**src/rtl/pipe_map_render.sv**
```systemverilog
// Three-stage tile-map renderer for a 640x480 VGA beam: pipe tiles come from a
// small tile RAM, and a robot sprite position is latched once per frame.
module pipe_map_render #(
  parameter int TILE_COLS = 20,
  parameter int TILE_ROWS = 15
) (
  input  logic       CLOCK_50,
  input  logic [3:0] KEY,
  input  logic       p_tick,
  input  logic       video_on,
  input  logic [9:0] pixel_x,
  input  logic [9:0] pixel_y,
  input  logic       hs_in,
  input  logic       vs_in,
  input  logic       map_we,
  input  logic [8:0] map_addr,
  input  logic [2:0] map_data,
  input  logic [4:0] robot_col,
  input  logic [3:0] robot_row,
  output logic       VGA_HS,
  output logic       VGA_VS,
  output logic [9:0] VGA_R,
  output logic [9:0] VGA_G,
  output logic [9:0] VGA_B
);

  localparam int         DEPTH   = TILE_COLS * TILE_ROWS;
  localparam logic [9:0] DEPTH_W = 10'(DEPTH);

  logic rst_n;
  logic unused_keys;
  assign rst_n       = KEY[0];
  assign unused_keys = ^KEY[3:1];

  // Tile RAM is never reset so the map survives a KEY[0] press.
  logic [2:0] tile_ram [DEPTH];

  always_ff @(posedge CLOCK_50) begin
    if (map_we && ({1'b0, map_addr} < DEPTH_W)) begin
      tile_ram[map_addr] <= map_data;
    end
  end

  logic in_area;
  assign in_area = video_on && (pixel_x < 10'd640) && (pixel_y < 10'd480);

  logic [4:0] s1_col;
  logic [3:0] s1_row;
  logic [4:0] s1_ox;
  logic [4:0] s1_oy;
  logic       s1_video;
  logic       s1_hs;
  logic       s1_vs;

  always_ff @(posedge CLOCK_50 or negedge rst_n) begin
    if (!rst_n) begin
      s1_col   <= '0;
      s1_row   <= '0;
      s1_ox    <= '0;
      s1_oy    <= '0;
      s1_video <= 1'b0;
      s1_hs    <= 1'b1;
      s1_vs    <= 1'b1;
    end else if (p_tick) begin
      s1_col   <= pixel_x[9:5];
      s1_row   <= pixel_y[8:5];
      s1_ox    <= pixel_x[4:0];
      s1_oy    <= pixel_y[4:0];
      s1_video <= in_area;
      s1_hs    <= hs_in;
      s1_vs    <= vs_in;
    end
  end

  logic [9:0] s1_addr;
  logic       s1_addr_ok;
  assign s1_addr    = 10'(s1_row) * 10'(TILE_COLS) + 10'(s1_col);
  assign s1_addr_ok = s1_addr < DEPTH_W;

  logic [4:0] s2_col;
  logic [3:0] s2_row;
  logic [4:0] s2_ox;
  logic [4:0] s2_oy;
  logic       s2_video;
  logic       s2_hs;
  logic       s2_vs;
  logic [2:0] s2_tile;

  // A same-edge write to the address being read returns the previous contents.
  always_ff @(posedge CLOCK_50 or negedge rst_n) begin
    if (!rst_n) begin
      s2_col   <= '0;
      s2_row   <= '0;
      s2_ox    <= '0;
      s2_oy    <= '0;
      s2_video <= 1'b0;
      s2_hs    <= 1'b1;
      s2_vs    <= 1'b1;
      s2_tile  <= '0;
    end else if (p_tick) begin
      s2_col   <= s1_col;
      s2_row   <= s1_row;
      s2_ox    <= s1_ox;
      s2_oy    <= s1_oy;
      s2_video <= s1_video;
      s2_hs    <= s1_hs;
      s2_vs    <= s1_vs;
      s2_tile  <= s1_addr_ok ? tile_ram[s1_addr[8:0]] : 3'd0;
    end
  end

  // Robot position only changes at the start of vertical blanking.
  logic [4:0] robot_col_q;
  logic [3:0] robot_row_q;

  always_ff @(posedge CLOCK_50 or negedge rst_n) begin
    if (!rst_n) begin
      robot_col_q <= '0;
      robot_row_q <= '0;
    end else if (p_tick && (pixel_x == 10'd0) && (pixel_y == 10'd480)) begin
      robot_col_q <= robot_col;
      robot_row_q <= robot_row;
    end
  end

  logic robot_valid;
  logic robot_hit;
  logic h_body;
  logic v_body;
  assign robot_valid = ({1'b0, robot_col_q} < 6'(TILE_COLS)) &&
                       ({1'b0, robot_row_q} < 5'(TILE_ROWS));
  assign robot_hit   = robot_valid && (s2_col == robot_col_q) && (s2_row == robot_row_q) &&
                       (s2_ox >= 5'd10) && (s2_ox <= 5'd21) &&
                       (s2_oy >= 5'd10) && (s2_oy <= 5'd21);
  assign h_body      = (s2_oy >= 5'd8) && (s2_oy <= 5'd23);
  assign v_body      = (s2_ox >= 5'd8) && (s2_ox <= 5'd23);

  logic body;

  always_comb begin
    body = 1'b0;
    case (s2_tile)
      3'd1, 3'd4: body = h_body;
      3'd2:       body = v_body;
      3'd3:       body = h_body || v_body;
      default:    body = 1'b0;
    endcase
  end

  logic [9:0] next_r;
  logic [9:0] next_g;
  logic [9:0] next_b;

  always_comb begin
    next_r = '0;
    next_g = '0;
    next_b = '0;
    if (s2_video) begin
      if (robot_hit) begin
        next_r = 10'h3FF;
      end else if (body && (s2_tile == 3'd4)) begin
        next_r = 10'h200;
        next_g = 10'h100;
      end else if (body) begin
        next_r = 10'h2AA;
        next_g = 10'h2AA;
        next_b = 10'h2AA;
      end
    end
  end

  always_ff @(posedge CLOCK_50 or negedge rst_n) begin
    if (!rst_n) begin
      VGA_R  <= '0;
      VGA_G  <= '0;
      VGA_B  <= '0;
      VGA_HS <= 1'b1;
      VGA_VS <= 1'b1;
    end else if (p_tick) begin
      VGA_R  <= next_r;
      VGA_G  <= next_g;
      VGA_B  <= next_b;
      VGA_HS <= s2_hs;
      VGA_VS <= s2_vs;
    end
  end

endmodule
```
**config.mk**
```make
export PLATFORM = sky130hd
export DESIGN_NAME = pipe_map_render
export DESIGN_NICKNAME = d
export VERILOG_FILES = /design/src/rtl/pipe_map_render.sv
export SDC_FILE = /design/constraint.sdc
export NUM_CORES = 1
export LEC_CHECK = 0
export BUFFER_PORTS_ARGS = -buffer_cell sky130_fd_sc_hd__buf_2
export CAP_MARGIN = 0
export CORE_ASPECT_RATIO = 1.2
export CORE_UTILIZATION = 36
export CTS_CLUSTER_SIZE = 25
export DETAILED_ROUTE_END_ITERATION = 7
export MAX_ROUTING_LAYER = met4
export PLACE_DENSITY = 0.6
export SLEW_MARGIN = 20
export SYNTH_ARGS = -nofsm -noshare
export SYNTH_HDL_FRONTEND = slang
export SYNTH_SLANG_ARGS = --single-unit
export TNS_END_PERCENT = 1
```
**constraint.sdc**
```tcl
create_clock -name CLOCK_50 -period 6.5 [get_ports CLOCK_50]
set_input_delay 0.325 -clock CLOCK_50 [delete_from_list [all_inputs] [get_ports CLOCK_50]]
set_output_delay 0.325 -clock CLOCK_50 [all_outputs]
set_load 0.01 [all_outputs]
```
==> results summary <==
The run finished with clean final reports. The setup-violating endpoint count in the final report is 0. STA classifies the critical path startpoint as a flip-flop. The nature of the critical path endpoint is a flip-flop. In the synthesized netlist, the number of instances is 2167. The clock tree from TritonCTS is done. The analysis attributes to net switching a power of 3.50 mW. Buffers inserted during clock tree synthesis total around 90. The floorplan step defined a die boundary enclosing 110000 µm².

The number of placed I/O pins came out at 83. In the synthesized netlist, the cells that appear most often are edfxtp_1 (900), nor2_1 (330), mux4_2 (203). The delay contributed by the slowest stage of the critical path came out at 0.90 ns.

The number of sinks driven by the clock tree is 959. The wire length of the first global-routing pass is 144 mm. The largest net degree at the start of global routing is between 200 and 250. Measured in cells, the most critical reg-to-reg path has a length of 9. The pin slew with the least headroom to its limit came out at 1.19 ns. The per-cell via count in the routed design came out at 5.49. The post-layout minimum cycle time came out at 4.32 ns.

The analysis attributes to cell leakage a power of 14.0 nW. The synthesis warning total is 0. The number of input and output port buffers inserted is 70. The setup fix buffers added after clock tree synthesis came out at 0. The final wirelength is 97.9 mm. OpenSTA, run right after detailed placement, puts the worst setup slack at ~2.1 ns. In the routed design, unresolved DRC markers number 0.

The category of cells accounting for the largest share of critical-path delay is compound AO/OA/AOI/OAI gates. The share of synthesized area in the top cell type comes to a little over two thirds. The required time at the worst-slack endpoint came out at roughly 7.0 ns.

The total overflow left after global routing is 0. The average wire length per cell after detail routing is 26.3 µm. The area growth from synthesis to layout came out at 13.3%. The tree is rooted in a clkbuf_16. The maximum number of buffers from clock root to sink came out at 3. The max-capacitance violation count is 0. The flop-to-flop setup slack is 2.18 ns. The flip-flop and latch count after synthesis is 959. The number of antenna violations at the first check in global routing was 3. A synthesized cell averages 18.0 µm². The count of distinct cell types in the synthesized netlist is 69.

The number of levels in the clock H-tree is 3. The most used standard cell by instance count after synthesis is edfxtp_1. Data arrives at the worst endpoint at 4.86 ns. The fill cell instance count of the final layout came out at 9431. The startpoint identified for the worst hold timing path is map_data[1].

The share of async-settable or async-resettable flops after synthesis came out at 6.15%. Cells with a size suffix above 1 make up 22.8% of the layout. The worst-skew pair later-pin latency is 0.66 ns.

The max-slew headroom at the worst pin came out at 20.7%. The final non-filler cell area is between 40000 and 50000 µm². The worst setup path is of the flip-flop to flip-flop kind. The final count of hold timing violations came out at 0. The worst setup slack after layout came out at 2.18 ns. Together, buffers and inverters on the worst path number 1. Combinational logic is responsible for around an eighth of the overall power.

The slowest cell on the critical path is fa_2. The final-layout setup total negative slack is 0 ns. The switching portion of total power is 24.8%. Setup repair after global routing left no endpoint under its margin. The count of instances resized after the clock tree is built is 0.

For this run, the share of the core covered by cells in the final layout is 41.3%. For this configuration, the core starts out at a cell density of 36.5%. The post-synthesis instance area is 39000 µm².

The internal power contribution is 10.6 mW. In the post-synthesis netlist, the biggest area contributors are edfxtp_1 (69%), mux4_2 (12%), dfrtp_1 (3.4%). The core region is 107000 µm². The total half-perimeter wirelength after legalization and detailed placement came out at 59.1 mm.

The weighted congestion at the end of routability-driven global placement came out at 0.837. The number of violations reported at the end of detailed-routing iteration 0 is 2076. The final antenna-violating net count came out at 0. Traced cell by cell, the critical path runs through ha_4, fa_2, nand2_1, buf_4, o311ai_0, a211oi_1, o41ai_1, o32ai_1, a211o_1. The largest clock skew in the final design came out at 0.0184 ns.

The number of core rows is ~130. At the end of the flow, the number of nets in the layout was 2314. Summing over every cut layer, the via total after detailed routing is between 20000 and 25000. The vertical extent of the die came out at 362 µm. The power density normalized to cell area came out at 320 nW/µm². The largest area contributor in the netlist is edfxtp_1. The launch point of the worst reg-to-reg path is s1_col[2]. The endpoint identified for the worst register-to-register timing path is s2_tile[0]. The via count of the first global-routing pass came to 21326. The worst hold endpoint is tile_ram[217][1].

In this run, synthesis inferred 900 flip-flops with an integrated enable. VDD sags by at most about 160 µV. The classification of the worst-slack hold path is input port to flip-flop. The cell depth of the worst min-delay path came out at 1. The overall fraction of global-route tracks in use came out at between 10% and 20%. The first-pass iteration count of the detailed router came out at 5. Per report_power, the sequential group accounts for 48.7% of the total. The cell area reported after detailed placement is about 40000 µm². The sequential-to-total area share from yosys stat is 73.2%. The fraction of power consumed by the clock network is 38.2%.

The highest fanout seen on the critical path came out at 16. For this run, the leading register cell type out of synthesis is edfxtp_1. The share of the clock period used by the worst path is 66.5%. The max-slew violation total from the final report is 0.

The die is 302 µm wide. The clock edge transition at the registers on the reported setup and hold paths came out at about 0.060 ns. The highest clock rate is around 0.23 GHz.
## how the worst max path moves through the flow
stage	from	endpoint	slack (ns)	cells past startpoint
floorplan	s1_row[0]	s2_tile[1]	3.43	9
global placement	s1_row[0]	s2_tile[0]	2.08	9
detailed placement	s1_row[0]	s2_tile[0]	2.13	9
CTS	s1_row[0]	s2_tile[0]	2.14	9
global route	s1_row[0]	s2_tile[0]	2.09	9
finish	s1_col[2]	s2_tile[0]	2.18	9
## stage by stage
step	hold WS, ns	power, mW	cells
after CTS	0.234	14.2	3718
after global routing	0.118	14.5	3721
final	0.117	14.1	3721
after global placement	0.479	8.83	3525
after detailed placement	0.488	8.84	3525
after floorplan	0.0294	8.06	2175
## layout by cell type, fill, tap and decap left out, types with 22 or more instances in the layout
cell type,synthesis,layout
a21oi_1,22,22
a22oi_1,28,28
buf_2,35,67
buf_4,36,41
clkbuf_16,0,93
dfrtp_1,53,51
dlygate4sd3_1,0,32
edfxtp_1,900,900
mux2_2,53,53
mux2i_1,75,75
mux4_2,203,203
nand2_1,66,61
nand3_1,25,25
nor2_1,330,330
## what timing repair did
| item | 4_1_cts | 5_1_grt |
|---|---|---|
| hold buffers | 32 | 0 |
| hold endpoints to repair | 82 | 0 |
| endpoints found under the setup margin | 0 | 0 |
## sequential cells by signal (all words and copies together) (netlist names), 2 cells and up
| register | count |
|---|---|
| s2_row | 4 |
| robot_col_q | 5 |
| s2_ox | 4 |
| s2_col | 5 |
| s2_oy | 4 |
| VGA_G | 2 |
| s1_oy | 4 |
| s2_tile | 3 |
| s1_ox | 4 |
| s1_col | 5 |
| tile_ram | 900 |
| VGA_R | 3 |
| s1_row | 4 |
| robot_row_q | 4 |
## kinds of logic after synthesis
kind of cell               share of synthesized area (%)
AOI/OAI and AO/OA                                   3.10
xor gates and xnor gates                           0.270
adders and majority gates                          0.328
buffers and inverters                               2.27
DFF                                                 73.2
muxes                                               15.2
other                                            0.00962
and+or+nand+nor                                     5.65
## cell type report
| type | count | area (µm²) | area share [%] |
|---|---|---|---|
| clock buffers | 105 | 2380 | 5.40 |
| flip-flops and latches | 959 | 28500 | 64.6 |
| diodes | 1 | 2.50 | 0.00567 |
| inverters | 10 | 37.5 | 0.0851 |
| clock inverters | 56 | 619 | 1.40 |
| repair buffers | 150 | 1160 | 2.63 |
| well taps | 1396 | 1750 | 3.96 |
| multi-input cells | 1044 | 9660 | 21.9 |
## worst register-to-register path: stages, from the launching register on
cell and delay (ns):
dfrtp_1 0.44, ha_4 0.19, fa_2 0.90, nand2_1 0.80
buf_4 0.49, o311ai_0 0.46, a211oi_1 0.10, o41ai_1 0.30
o32ai_1 0.19, a211o_1 0.35
## power groups by stage
stage / Sequential, mW / Clock (mW) / Combinational (mW)
after floorplan: 6.97 / 0 / 1.10
after global placement: 7.01 / 0 / 1.82
after detailed placement: 7.01 / 0 / 1.83
after CTS: 6.88 / 5.47 / 1.85
after global routing: 6.88 / 5.69 / 1.94
final: 6.88 / 5.39 / 1.85
## layer usage
metal / share of wire, % / global-route usage [%] / up-vias
met5: 0 / - / -
met4: 2.9 / 6.34 / 0
met3: 6.5 / 2.79 / 166
met2: 51 / 31.0 / 766
met1: 39 / 22.8 / 10733
li1: - / - / 8749
Power figures use the tool's default switching activity.
